<file path="config.mk">
export PLATFORM = sky130hd
export DESIGN_NAME = rr_arb2_stage_flat
export DESIGN_NICKNAME = d
export VERILOG_FILES = /design/src/rtl/arb_pkg.sv /design/src/rtl/rr_arb2_stage_if.sv /design/src/rtl/rr_grant2.sv /design/src/rtl/rr_arb2_stage.sv /design/src/flat_wrapper.sv
export SDC_FILE = /design/constraint.sdc
export NUM_CORES = 1
export LEC_CHECK = 0
export CAP_MARGIN = 10
export CORE_UTILIZATION = 37
export CTS_CLUSTER_DIAMETER = 200
export CTS_CLUSTER_SIZE = 10
export DETAILED_ROUTE_END_ITERATION = 6
export HOLD_SLACK_MARGIN = 0.1
export PLACE_DENSITY = 0.91
export SLEW_MARGIN = 5
export SYNTH_ARGS = -nofsm -noshare
export SYNTH_HDL_FRONTEND = slang
export SYNTH_SLANG_ARGS = --single-unit
</file>
<file path="constraint.sdc">
create_clock -name clk -period 1.6 [get_ports clk]
set_input_delay 0.16 -clock clk [delete_from_list [all_inputs] [get_ports clk]]
set_output_delay 0.16 -clock clk [all_outputs]
set_load 0.02 [all_outputs]
</file>
<file path="src/rtl/arb_pkg.sv">
// Shared definitions for the two-input round-robin arbiter stage:
// select encodings, output-register state encoding and default payload width.
package arb_pkg;

    localparam logic SEL_IN0 = 1'b0;
    localparam logic SEL_IN1 = 1'b1;

    localparam int ARB_DW = 8;

    typedef enum logic {
        ST_EMPTY = 1'b0,
        ST_FULL  = 1'b1
    } state_t;

endpackage

</file>
<file path="src/rtl/rr_arb2_stage_if.sv">
// Handshake bundle for rr_arb2_stage: two valid/ready producers in, one
// registered valid/ready word (with its select bit) out.
interface rr_arb2_stage_if
    import arb_pkg::*;
#(
    parameter int DW = ARB_DW
);
    logic          in0_valid;
    logic [DW-1:0] in0_data;
    logic          in0_ready;
    logic          in1_valid;
    logic [DW-1:0] in1_data;
    logic          in1_ready;
    logic          out_valid;
    logic [DW-1:0] out_data;
    logic          out_sel;
    logic          out_ready;

    // Producer/consumer side.
    modport master (
        output in0_valid, in0_data, input in0_ready,
        output in1_valid, in1_data, input in1_ready,
        input  out_valid, out_data, out_sel, output out_ready
    );

    // Arbiter side.
    modport slave (
        input  in0_valid, in0_data, output in0_ready,
        input  in1_valid, in1_data, output in1_ready,
        output out_valid, out_data, out_sel, input out_ready
    );
endinterface

</file>
<file path="src/rtl/rr_grant2.sv">
// Combinational two-way round-robin grant: a lone requester always wins,
// a tie goes to the input named by prio.
module rr_grant2
    import arb_pkg::*;
(
    input  logic v0,
    input  logic v1,
    input  logic prio,
    output logic gnt_valid,
    output logic gnt
);
    always_comb begin
        gnt_valid = v0 | v1;
        if (v0 && v1) begin
            gnt = prio;
        end else if (v1) begin
            gnt = SEL_IN1;
        end else begin
            gnt = SEL_IN0;
        end
    end
endmodule

</file>
<file path="src/rtl/rr_arb2_stage.sv">
// Registered 2-input round-robin arbiter: grants one producer per cycle into a
// single output register that carries the payload and its select bit.
module rr_arb2_stage
    import arb_pkg::*;
#(
    parameter int DW = ARB_DW
) (
    input  logic            clk,
    input  logic            rst_n,
    rr_arb2_stage_if.slave  bus
);
    state_t        state_reg, state_next;
    logic [DW-1:0] data_reg, data_next;
    logic          sel_reg, sel_next;
    logic          prio_reg, prio_next;

    logic          load;
    logic          gnt_valid;
    logic          gnt;
    logic [1:0]    in_ready;

    rr_grant2 u_grant (
        .v0        (bus.in0_valid),
        .v1        (bus.in1_valid),
        .prio      (prio_reg),
        .gnt_valid (gnt_valid),
        .gnt       (gnt)
    );

    // The register can take a word when empty or when its word drains this cycle.
    assign load = (state_reg == ST_EMPTY) || bus.out_ready;

    genvar gi;
    generate
        for (gi = 0; gi < 2; gi++) begin : g_ready
            assign in_ready[gi] = load && gnt_valid && (gnt == 1'(gi));
        end
    endgenerate

    assign bus.in0_ready = in_ready[0];
    assign bus.in1_ready = in_ready[1];

    always_ff @(posedge clk) begin
        if (!rst_n) begin
            state_reg <= ST_EMPTY;
            data_reg  <= '0;
            sel_reg   <= SEL_IN0;
            prio_reg  <= SEL_IN0;
        end else begin
            state_reg <= state_next;
            data_reg  <= data_next;
            sel_reg   <= sel_next;
            prio_reg  <= prio_next;
        end
    end

    always_comb begin
        state_next = state_reg;
        data_next  = data_reg;
        sel_next   = sel_reg;
        prio_next  = prio_reg;
        if (load) begin
            if (gnt_valid) begin
                state_next = ST_FULL;
                data_next  = (gnt == SEL_IN1) ? bus.in1_data : bus.in0_data;
                sel_next   = gnt;
                // Winner yields the tie-break so a waiting competitor goes next.
                prio_next  = ~gnt;
            end else begin
                state_next = ST_EMPTY;
            end
        end
    end

    assign bus.out_valid = (state_reg == ST_FULL);
    assign bus.out_data  = data_reg;
    assign bus.out_sel   = sel_reg;
endmodule

</file>
<file path="src/flat_wrapper.sv">
// flat-port wrapper written by rule: the top's interface ports become plain ports
module rr_arb2_stage_flat import arb_pkg::*;
#(
    parameter int DW = ARB_DW
)
  (clk, rst_n, bus_in0_valid, bus_in0_data, bus_in0_ready, bus_in1_valid, bus_in1_data, bus_in1_ready, bus_out_valid, bus_out_data, bus_out_sel, bus_out_ready);
  rr_arb2_stage_if #(.DW(DW)) bus_i ();
  input  logic clk;
  input  logic rst_n;
  input wire logic [$bits(bus_i.in0_valid)-1:0] bus_in0_valid;
  input wire logic [$bits(bus_i.in0_data)-1:0] bus_in0_data;
  output wire logic [$bits(bus_i.in0_ready)-1:0] bus_in0_ready;
  input wire logic [$bits(bus_i.in1_valid)-1:0] bus_in1_valid;
  input wire logic [$bits(bus_i.in1_data)-1:0] bus_in1_data;
  output wire logic [$bits(bus_i.in1_ready)-1:0] bus_in1_ready;
  output wire logic [$bits(bus_i.out_valid)-1:0] bus_out_valid;
  output wire logic [$bits(bus_i.out_data)-1:0] bus_out_data;
  output wire logic [$bits(bus_i.out_sel)-1:0] bus_out_sel;
  input wire logic [$bits(bus_i.out_ready)-1:0] bus_out_ready;
  assign bus_i.in0_valid = bus_in0_valid;
  assign bus_i.in0_data = bus_in0_data;
  assign bus_in0_ready = bus_i.in0_ready;
  assign bus_i.in1_valid = bus_in1_valid;
  assign bus_i.in1_data = bus_in1_data;
  assign bus_in1_ready = bus_i.in1_ready;
  assign bus_out_valid = bus_i.out_valid;
  assign bus_out_data = bus_i.out_data;
  assign bus_out_sel = bus_i.out_sel;
  assign bus_i.out_ready = bus_out_ready;
  rr_arb2_stage #(.DW(DW)) u_core (.clk(clk), .rst_n(rst_n), .bus(bus_i));
endmodule
</file>
---- Word-level counts from Yosys, hierarchy flattened ----
Index checks and enable logic that the tools add are counted.
storage, ports and cells
  register bits ........................... 11
  latch bits .............................. 0
  bits in writable memories ............... 0
  bits in read-only memories .............. 0
  input port bits ......................... 21
  logic and storage cells ................. 17
  memories kept ........................... 0
operators by class
  add/sub/neg operators ................... 0
  multiply operators ...................... 0
  div/mod/pow operators ................... 0
  magnitude comparators ................... 0
  equal/unequal tests ..................... 0
  shift operators ......................... 0
  mux-type cells .......................... 4
  bitwise gates (word level) .............. 3
  reduce and logical (&&, ||, !) cells .... 6
operators by type and width
  kind                 count
  two-way mux 8 bit    1
  logical AND 1 bit    4
  two-way mux 1 bit    3
  NOT 1 bit            2
  AND reduction 2 bit  1
  logical OR 1 bit     1
  OR 1 bit             1

---- Longest topological paths before layout ----
Gate-level depths: netlist of run 1.
  depth after elaboration ................. 4
  depth in mapped cells ................... 4
  depth with buffers taken out ............ 3

---- Cells and area by module ----
Synthesis of run 1 repeated with hierarchy kept, for this count alone.
unflattened totals
  cell total of the unflattened synthesis .. 53
  area total of the unflattened synthesis .. 548.0 um^2
modules (own cells, without submodules)
  module         instances  cells an instance  area each (um^2)
  rr_arb2_stage  1          50                 530.5
  rr_grant2      1          3                  17.5

---- Worst setup path after synthesis of run 1 ----
OpenSTA, ideal clock, no wires.
  kind .................................... flip-flop to output port
  from .................................... register u_core.state_reg, in the netlist u_core.bus.out_valid
  to ...................................... output port bus_in0_ready
  data arrival time ....................... 0.950 ns
  data required time ...................... 1.440 ns
  slack ................................... 0.490 ns
  stages on the path, launching flop included .. 4
  path buffers ............................ 1
  path through ............................ dfxtp_1 nand2b_4 buf_2 and3_1
on the way
  longest elaborated chain between the ends .. 4
RTL lines
  item                             line                 source
  from (decl)                      rr_arb2_stage.sv:12  state_t state_reg, state_next;
  from (signal assigned)           rr_arb2_stage.sv:50  state_reg <= state_next;
  NOT 1 bit                        rr_arb2_stage.sv:31  assign load = (state_reg == ST_EMPTY) || bus.out_ready;
  logical OR 1 bit                 rr_arb2_stage.sv:31
  logical AND 1 bit (2 in series)  rr_arb2_stage.sv:36  assign in_ready[gi] = load && gnt_valid && (gnt == 1'(gi));
  to (decl)                        flat_wrapper.sv:12   output wire logic [$bits(bus_i.in0_ready)-1:0] bus_in0_ready;
No other way between the ends.

---- Final worst setup path of run 1 ----
  from .................................... register u_core.prio_reg
  to ...................................... output port bus_in1_ready
on the way
  longest elaborated chain between the ends .. 2
RTL lines
  item                    line                 source
  from (decl)             rr_arb2_stage.sv:15  logic prio_reg, prio_next;
  from (signal assigned)  rr_arb2_stage.sv:53  prio_reg <= prio_next;
  two-way mux 1 bit       rr_grant2.sv:14      if (v0 && v1) begin
  logical AND 1 bit       rr_arb2_stage.sv:36
  to (decl)               flat_wrapper.sv:15   output wire logic [$bits(bus_i.in1_ready)-1:0] bus_in1_ready;
No other way between the ends.

==> results of run 1 <==
per-layer routing:
metal | up-vias | GRT usage (%)
met1 | 310 | 27.7
li1 | 321 | -
met4 | 0 | 11.2
met5 | - | 0
met3 | 6 | 2.78
met2 | 37 | 37.1
layout make-up:
| cell class | instances | area, sq um | share of cell area, % |
|---|---|---|---|
| clock buffers | 4 | 26.3 | 2.86 |
| flip-flops and latches | 11 | 220 | 24.0 |
| inverters | 1 | 3.75 | 0.409 |
| repair buffers | 39 | 370 | 40.3 |
| well taps | 15 | 18.8 | 2.04 |
| multi-input cells | 44 | 279 | 30.4 |
cell families after synthesis:
group	share of synthesized area, %
flip-flops	41.2
buffers and inverters	6.56
AND/OR/NAND/NOR	29.0
AO/OA/AOI/OAI	23.2
power breakdown:
part / internal, mW / switching, mW
registers: 0.295 / 0.0125
logic: 0.118 / 0.0981
clock network: 0.0964 / 0.0947
cells in the final DEF (no fill, tap or decap):
cell	synthesis	final
clkdlybuf4s50_1	0	30
nand4_1	16	16
dfxtp_1	11	11
o21ai_0	8	8
a31oi_1	8	8
buf_4	0	7
clkbuf_4	0	3
a21oi_1	2	2
dlygate4sd2_1	0	2
nand2b_4	1	1
nand2_2	1	1
and3_1	1	1
nand2b_1	1	1
and3_4	1	1
and2b_1	1	1
nor2_1	1	1
clkinv_1	1	1
a21boi_0	1	1
o21a_1	1	1
a311oi_1	1	1
clkbuf_1	0	1
Yosys cell counts:
library cell,count
a31oi_1,8
o21ai_0,8
nand2b_4,1
a21oi_1,2
a311oi_1,1
nand4_1,16
and3_4,1
dfxtp_1,11
nor2_1,1
buf_6,1
and2b_1,1
o21a_1,1
a21boi_0,1
nand2b_1,1
and3_1,1
clkinv_1,1
nand2_2,1
buf_2,4
worst max-delay path, delay by kind of cell (launching register included):
family	cells	cell delay (ns)
buffers and inverters	1	0.32
AND/OR/NAND/NOR	2	0.33
flip-flops	1	0.40
per-stage QoR:
step,std cells,total power [mW]
final,114,0.715
after detailed placement,110,0.531
after global placement,110,0.527
after global routing,114,0.740
after floorplan,61,0.413
after CTS,114,0.713
worst paths after layout:
| path | end | slack [ns] | cells after the start |
|---|---|---|---|
| min reg2reg | u_core.bus.out_data[3] | 0.49 | 2 |
| min | u_core.bus.out_sel | 0.47 | 2 |
| max reg2reg | u_core.bus.out_data[5] | 0.50 | 4 |
| max | bus_in1_ready | 0.12 | 3 |
==> results.py, run 1 <==
metrics = {
    "place": {
        "dp_hpwl_microns": 1160,
        "dpl_cell_area_sq_um": 895,
        "gp_congestion": 0.721,
        "preCtsSetupSlack_ns": -0.0837,
        "port_buffers": 32,
    },
    "synthesis": {
        "synth.area.top_cells": "dfxtp_1 41%, nand4_1 19%, a31oi_1 9.4%",
        "yosysSeqAreaShare_pct": 41.2,
        "yosys_warnings": 0,
        "synth.net_count": 82,
        "synthCells": 61,
        "avgSynthCellArea_sq_um": 8.76,
        "ys_ff_latch": 11,
        "syn_area_sq_um": 534,
        "synth_top_area_share_pct": 41.2,
        "yosysUniqueCellTypes": 18,
        "yosys.area.top_type": "dfxtp_1",
    },
    "clock_network": {
        "clockBufferDepth": 2,
        "cts_setup_buffers": 0,
        "h-tree-depth": 1,
        "post_cts_resized": 2,
        "cts_tree": "built",
        "clock_latency_ns": 0.27,
        "cts_made_buffers": 3,
        "root_buffer": "clkbuf_4",
        "path_clk_slew_ns": 0.07,
        "cts_sinks": 11,
        "ctsHoldBuffers": 0,
    },
    "worst_setup_path": {
        "reg2reg_from": "u_core.prio_reg",
        "critPathCaptureType": "output port",
        "critPathKind": "flop to output port",
        "startpoint": "u_core.prio_reg",
        "path_cells": "nand2b_1 > and3_4 > dlygate4sd2_1",
        "worstPathMaxFanout": 4,
        "arrival_ns": 1.32,
        "crit_path_top_delay_cell": "dfxtp_1",
        "cp.required_ns": 1.44,
        "max_stage_delay_ns": 0.40,
        "critPathLaunchType": "flop",
    },
    "timing": {
        "finalMaxSlewViolations": 0,
        "fmax_mhz": 675,
        "worstMarginPinSlew_ns": 0.293,
        "finalHoldViolations": 0,
        "rsz0062_at_grt": "false",
        "finalClockSkew_ns": 0.00223,
        "fin_setup_tns_ns": 0,
        "setup_viol": 0,
        "relSlewSlack_pct": 80.4,
        "setup_slack_ns": 0.119,
        "whs_ns": 0.470,
        "period_share_pct": 92.6,
        "period_minus_slack_ns": 1.48,
    },
    "hold_path": {
        "hp-start": "rst_n",
        "hold_class": "input port to flop",
    },
    "finish": {
        "fin_util_pct": 69.7,
        "drive_gt1_share_pct": 13.1,
        "finalInstanceArea_sq_um": 918,
        "largest_reg_flops": 8,
        "insertedDiodeCount": 0,
        "syn2layout_area_growth_pct": 71.9,
        "fin_nets": 121,
        "fillers": 101,
    },
    "routing": {
        "routed_wl_microns": 1630,
        "drt_iter0_drc": 35,
        "wl_met1_microns": 667,
        "met2_length_microns": 785,
        "wl_per_cell_microns": 14.3,
        "final_antenna_net_count": 0,
        "drtPass1Iterations": 4,
        "drt-vias-per-instance": 5.91,
        "highest_layer": "met4",
        "dr_total_vias": 674,
        "wl_met3_microns": 138,
        "drc": 0,
    },
    "floorplanning": {
        "fp.dieW_microns": 40,
        "die_h_microns": 40,
        "dieArea_sq_um": 1600,
        "io_pins": 33,
        "coreArea_sq_um": 1320,
        "initial_core_util_pct": 40.6,
        "rows": 13,
    },
    "grt": {
        "grt_pass1_vias": 586,
        "globalRouteTotalUtil_pct": 22.2,
        "grt_max_degree": 12,
        "gr-total-overflow": 0,
        "grt_pass1_wl_microns": 2410,
        "antenna_found_initial": 0,
    },
    "power": {
        "power_density_nw_per_um2": 779,
        "ir_drop_uv": 482,
        "leakage_nw": 0.338,
    },
    "outcome": {
        "outcome": "completed",
    },
    "run": {
        "cap_violations": 0,
    },
}
No activity file was read; power rests on OpenSTA's default activity.
==> inputs of run 2 (changes only) <==
==> constraint.sdc (replaced) <==
create_clock -name clk -period 1.6 [get_ports clk]
set_input_delay 0.48 -clock clk [delete_from_list [all_inputs] [get_ports clk]]
set_output_delay 0.48 -clock clk [all_outputs]
set_load 0.02 [all_outputs]
==> results.py, run 2 (same netlist as run 1, synthesis figures left out) <==
metrics = {
    "timing": {
        "period_share_pct": 98.3,
        "worstMarginPinSlew_ns": 0.252,
        "whs_ns": 0.478,
        "period_minus_slack_ns": 1.57,
        "rsz0062_at_grt": "false",
        "finalClockSkew_ns": 0.00266,
        "setup_slack_ns": 0.0270,
        "finalMaxSlewViolations": 0,
        "finalHoldViolations": 0,
        "relSlewSlack_pct": 83.0,
        "fmax_mhz": 636,
        "setup_viol": 0,
    },
    "place": {
        "port_buffers": 32,
        "preCtsSetupSlack_ns": -0.752,
        "gp_congestion": 0.725,
        "dp_hpwl_microns": 1170,
        "dpl_cell_area_sq_um": 925,
    },
    "worst_setup_path": {
        "critPathCaptureType": "output port",
        "reg2reg_from": "u_core.bus.out_valid",
        "reg2reg_depth": 5,
        "arrival_ns": 1.09,
        "critPathKind": "input port to output port",
        "r2r-end": "u_core.prio_reg",
        "critPathLaunchType": "input port",
        "worstPathMaxFanout": 3,
        "startpoint": "bus_out_ready",
        "r2r_setup_slack_ns": 0.36,
        "cp.required_ns": 1.12,
    },
    "clock_network": {
        "h-tree-depth": 1,
        "cts_tree": "built",
        "cts_made_buffers": 3,
        "clock_latency_ns": 0.27,
        "clockBufferDepth": 2,
        "ctsHoldBuffers": 0,
        "cts_sinks": 11,
        "path_clk_slew_ns": 0.07,
        "root_buffer": "clkbuf_4",
    },
    "hold_path": {
        "hold_class": "flop to flop",
        "whs_endpoint": "u_core.bus.out_data[3]",
        "hp-start": "u_core.bus.out_data[3]",
        "min_path_cells": 2,
    },
    "routing": {
        "highest_layer": "met4",
        "wl_per_cell_microns": 16.2,
        "dr_total_vias": 708,
        "drt_iter0_drc": 22,
        "drtPass1Iterations": 4,
        "wl_met1_microns": 740,
        "final_antenna_net_count": 0,
        "drt-vias-per-instance": 5.90,
        "wl_met3_microns": 156,
        "routed_wl_microns": 1940,
        "met2_length_microns": 989,
        "drc": 0,
    },
    "floorplanning": {
        "rows": 13,
        "io_pins": 33,
        "initial_core_util_pct": 40.6,
        "die_h_microns": 40,
        "dieArea_sq_um": 1600,
        "coreArea_sq_um": 1320,
        "fp.dieW_microns": 40,
    },
    "grt": {
        "grt_pass1_wl_microns": 2780,
        "grt_max_degree": 14,
        "gr-total-overflow": 0,
        "grt_pass1_vias": 630,
        "globalRouteTotalUtil_pct": 26.7,
        "antenna_found_initial": 0,
    },
    "run": {
        "cap_violations": 0,
    },
    "power": {
        "p_switching_mw": 0.220,
        "pwr-share-clk_pct": 26.7,
        "pwr-share-comb_pct": 31.1,
        "leakage_nw": 0.405,
        "ir_drop_uv": 455,
        "fin_total_pwr_mw": 0.731,
        "power_density_nw_per_um2": 759,
        "seqPwrFrac_pct": 42.2,
        "p_sw_share_pct": 30.0,
        "cell_internal_pwr_mw": 0.511,
    },
    "finish": {
        "fin_nets": 127,
        "final_common_cell": "clkdlybuf4s50_1",
        "insertedDiodeCount": 0,
        "drive_gt1_share_pct": 24.8,
        "largest_reg_flops": 8,
        "syn2layout_area_growth_pct": 80.3,
        "fillers": 92,
        "layout_common_cells": "17 x clkdlybuf4s50_1, 16 x nand4_1, 13 x buf_4",
        "finalInstanceArea_sq_um": 963,
    },
    "outcome": {
        "outcome": "completed",
    },
}
## run 2: changes by cell type in the layout (fill, tap and decap cells not counted), sizes merged
cell,previous run,this run
clkdlybuf4s50,30,17
buf,7,15
dlygate4sd2,2,9
clkbuf,4,6
clkdlybuf4s15,0,2
## run 2: per-stage QoR
stage | TNS (ns) | cells | utilization, %
finish | 0 | 120 | 73.1
global route | 0 | 120 | 73.1
CTS | 0 | 119 | 72.4
detailed placement | -2.89 | 114 | 70.2
global placement | -2.55 | 114 | 70.2
floorplan | 0 | 61 | -
## run 2: critical path: stages
cell and delay (ns):
clkdlybuf4s15_1 0.17, nand2b_4 0.14, and3_4 0.17, buf_6 0.13
## run 2: layout make-up
cell class / instances / area (sq um) / share of cell area (%)
Clock buffer: 4 / 26.3 / 2.73
Inverter: 1 / 3.75 / 0.390
Multi-Input combinational cell: 44 / 292 / 30.3
Sequential cell: 11 / 224 / 23.2
Tap cell: 15 / 18.8 / 1.95
Timing Repair Buffer: 45 / 399 / 41.4
## run 2: power groups by stage
| stage | combinational, mW | sequential, mW | clock, mW |
|---|---|---|---|
| 4_1_cts | 0.219 | 0.307 | 0.195 |
| 3_3_place_gp | 0.221 | 0.313 | 0 |
| 5_1_grt | 0.239 | 0.311 | 0.204 |
| 2_1_floorplan | 0.0754 | 0.337 | 0 |
| 6_report | 0.227 | 0.308 | 0.195 |
| 3_5_place_dp | 0.226 | 0.314 | 0 |
## run 2: repair_timing
action                                  4_1_cts  5_1_grt
setup buffers                                 1        1
endpoints found under the setup margin       12        3
resized for setup                            29        6
pin swaps                                     1        2
## run 2: worst max-delay path by stage
stage	to	slack [ns]	cells past startpoint
after global placement	bus_in1_ready	-0.73	4
after floorplan	bus_in0_ready	0.08	3
final	bus_in1_ready	0.03	4
after global routing	bus_in1_ready	0.003	4
after detailed placement	bus_in1_ready	-0.75	4
after CTS	bus_in0_ready	0.008	4
## run 2: layer usage
layer  vias to the layer above  track usage [%]
li1                        332                -
met1                       322             30.4
met2                        45             47.6
met3                         9             4.44
met4                         0             12.9
met5                         -                0
==> inputs of run 3 (changes only) <==
CORE_MARGIN = 2   (was default)
==> results.py, run 3 (same netlist as run 1, synthesis figures left out) <==
metrics = {
    "finish": {
        "syn2layout_area_growth_pct": 74.2,
        "layout_common_cells": "17 x clkdlybuf4s50_1, 16 x nand4_1, 10 x buf_4, 10 x dfxtp_1, 9 x dlygate4sd2_1",
        "insertedDiodeCount": 0,
        "drive_gt1_share_pct": 21.6,
        "largest_reg_flops": 8,
        "final_common_cell": "clkdlybuf4s50_1",
        "fin_nets": 124,
    },
    "worst_setup_path": {
        "cp.required_ns": 1.12,
        "critical-path-top-delay-family": "flip-flops",
        "critPathCaptureType": "output port",
        "arrival_ns": 1.09,
        "critPathLaunchType": "flop",
        "critPathKind": "flop to output port",
        "max_stage_delay_ns": 0.34,
        "cp_num_buf_inv": 1,
        "path_cells": "nand2b_1 > and3_4 > buf_6",
        "reg2reg_from": "u_core.bus.out_valid",
        "startpoint": "u_core.prio_reg",
        "crit_path_top_delay_cell": "dfxtp_2",
        "worstPathMaxFanout": 4,
    },
    "power": {
        "leakage_nw": 0.387,
        "ir_drop_uv": 548,
        "power_density_nw_per_um2": 775,
    },
    "grt": {
        "antenna_found_initial": 0,
        "grt_max_degree": 12,
        "gr-total-overflow": 0,
        "grt_pass1_vias": 620,
        "grt_pass1_wl_microns": 2660,
        "globalRouteTotalUtil_pct": 20.1,
    },
    "clock_network": {
        "cts_tree": "built",
        "path_clk_slew_ns": 0.07,
        "cts_sinks": 11,
        "clock_latency_ns": 0.28,
        "h-tree-depth": 1,
        "root_buffer": "clkbuf_4",
        "ctsHoldBuffers": 0,
        "clockBufferDepth": 2,
        "cts_made_buffers": 3,
    },
    "timing": {
        "worstMarginPinSlew_ns": 0.293,
        "finalClockSkew_ns": 0.00302,
        "period_share_pct": 97.9,
        "fmax_mhz": 638,
        "whs_ns": 0.483,
        "period_minus_slack_ns": 1.57,
        "relSlewSlack_pct": 80.4,
        "finalMaxSlewViolations": 0,
        "setup_slack_ns": 0.0332,
        "rsz0062_at_grt": "false",
        "finalHoldViolations": 0,
        "setup_viol": 0,
    },
    "routing": {
        "final_antenna_net_count": 0,
        "drtPass1Iterations": 4,
        "routed_wl_microns": 1690,
        "drt_iter0_drc": 31,
        "dr_total_vias": 677,
        "drc": 0,
        "wl_per_cell_microns": 14.5,
        "drt-vias-per-instance": 5.79,
    },
    "floorplanning": {
        "initial_core_util_pct": 40.6,
        "dieArea_sq_um": 1760,
        "io_pins": 33,
        "fp.dieW_microns": 42,
        "rows": 13,
        "die_h_microns": 42,
        "coreArea_sq_um": 1320,
    },
    "place": {
        "preCtsSetupSlack_ns": -0.739,
        "port_buffers": 32,
        "gp_congestion": 0.755,
        "dp_hpwl_microns": 1180,
    },
    "hold_path": {
        "hold_class": "flop to flop",
        "hp-start": "u_core.prio_reg",
    },
    "outcome": {
        "outcome": "completed",
    },
    "run": {
        "cap_violations": 0,
    },
}
-- run 3: cell type report --
type | instances | area, sq um
Inverter | 1 | 3.75
Multi-Input combinational cell | 44 | 284
Fill cell | 95 | 387
Tap cell | 15 | 18.8
Timing Repair Buffer | 42 | 377
Sequential cell | 11 | 221
Clock buffer | 4 | 26.3
-- run 3: timing repair --
action                     CTS  global route
resized for setup           30             3
setup endpoints to repair   12             3
cloned                       0             0
setup buffers                1             0
pin swaps                    1             0
-- run 3: through the flow --
| stage | cell area [sq um] | power, mW | setup TNS (ns) | std cells | utilization (%) |
|---|---|---|---|---|---|
| detailed placement | 910 | 0.535 | -2.86 | 112 | 69.0 |
| CTS | 940 | 0.724 | 0 | 117 | 71.3 |
| global placement | 910 | 0.531 | -2.52 | 112 | 69.0 |
| finish | 931 | 0.722 | 0 | 117 | 70.7 |
| floorplan | 534 | 0.413 | 0 | 61 | - |
| global route | 931 | 0.746 | 0 | 117 | 70.7 |
-- run 3: final timing paths --
kind | depth (start not counted) | slack, ns | end
max | 3 | 0.03 | bus_in1_ready
min | 1 | 0.48 | u_core.prio_reg
min reg2reg | 1 | 0.48 | u_core.prio_reg
max reg2reg | 4 | 0.47 | u_core.bus.out_data[0]
-- run 3: per-layer routing --
| metal | GRT usage (%) | wire length (microns) |
|---|---|---|
| met2 | 34.7 | 811 |
| met3 | 3.02 | 145 |
| met5 | 0 | 0 |
| met4 | 14.2 | 42 |
| met1 | 22.4 | 691 |
-- run 3: power by group --
| part | internal (mW) | switching (mW) | total, mW |
|---|---|---|---|
| Clock | 0.0969 | 0.104 | 0.201 |
| Combinational | 0.112 | 0.101 | 0.213 |
| Sequential | 0.296 | 0.0114 | 0.307 |
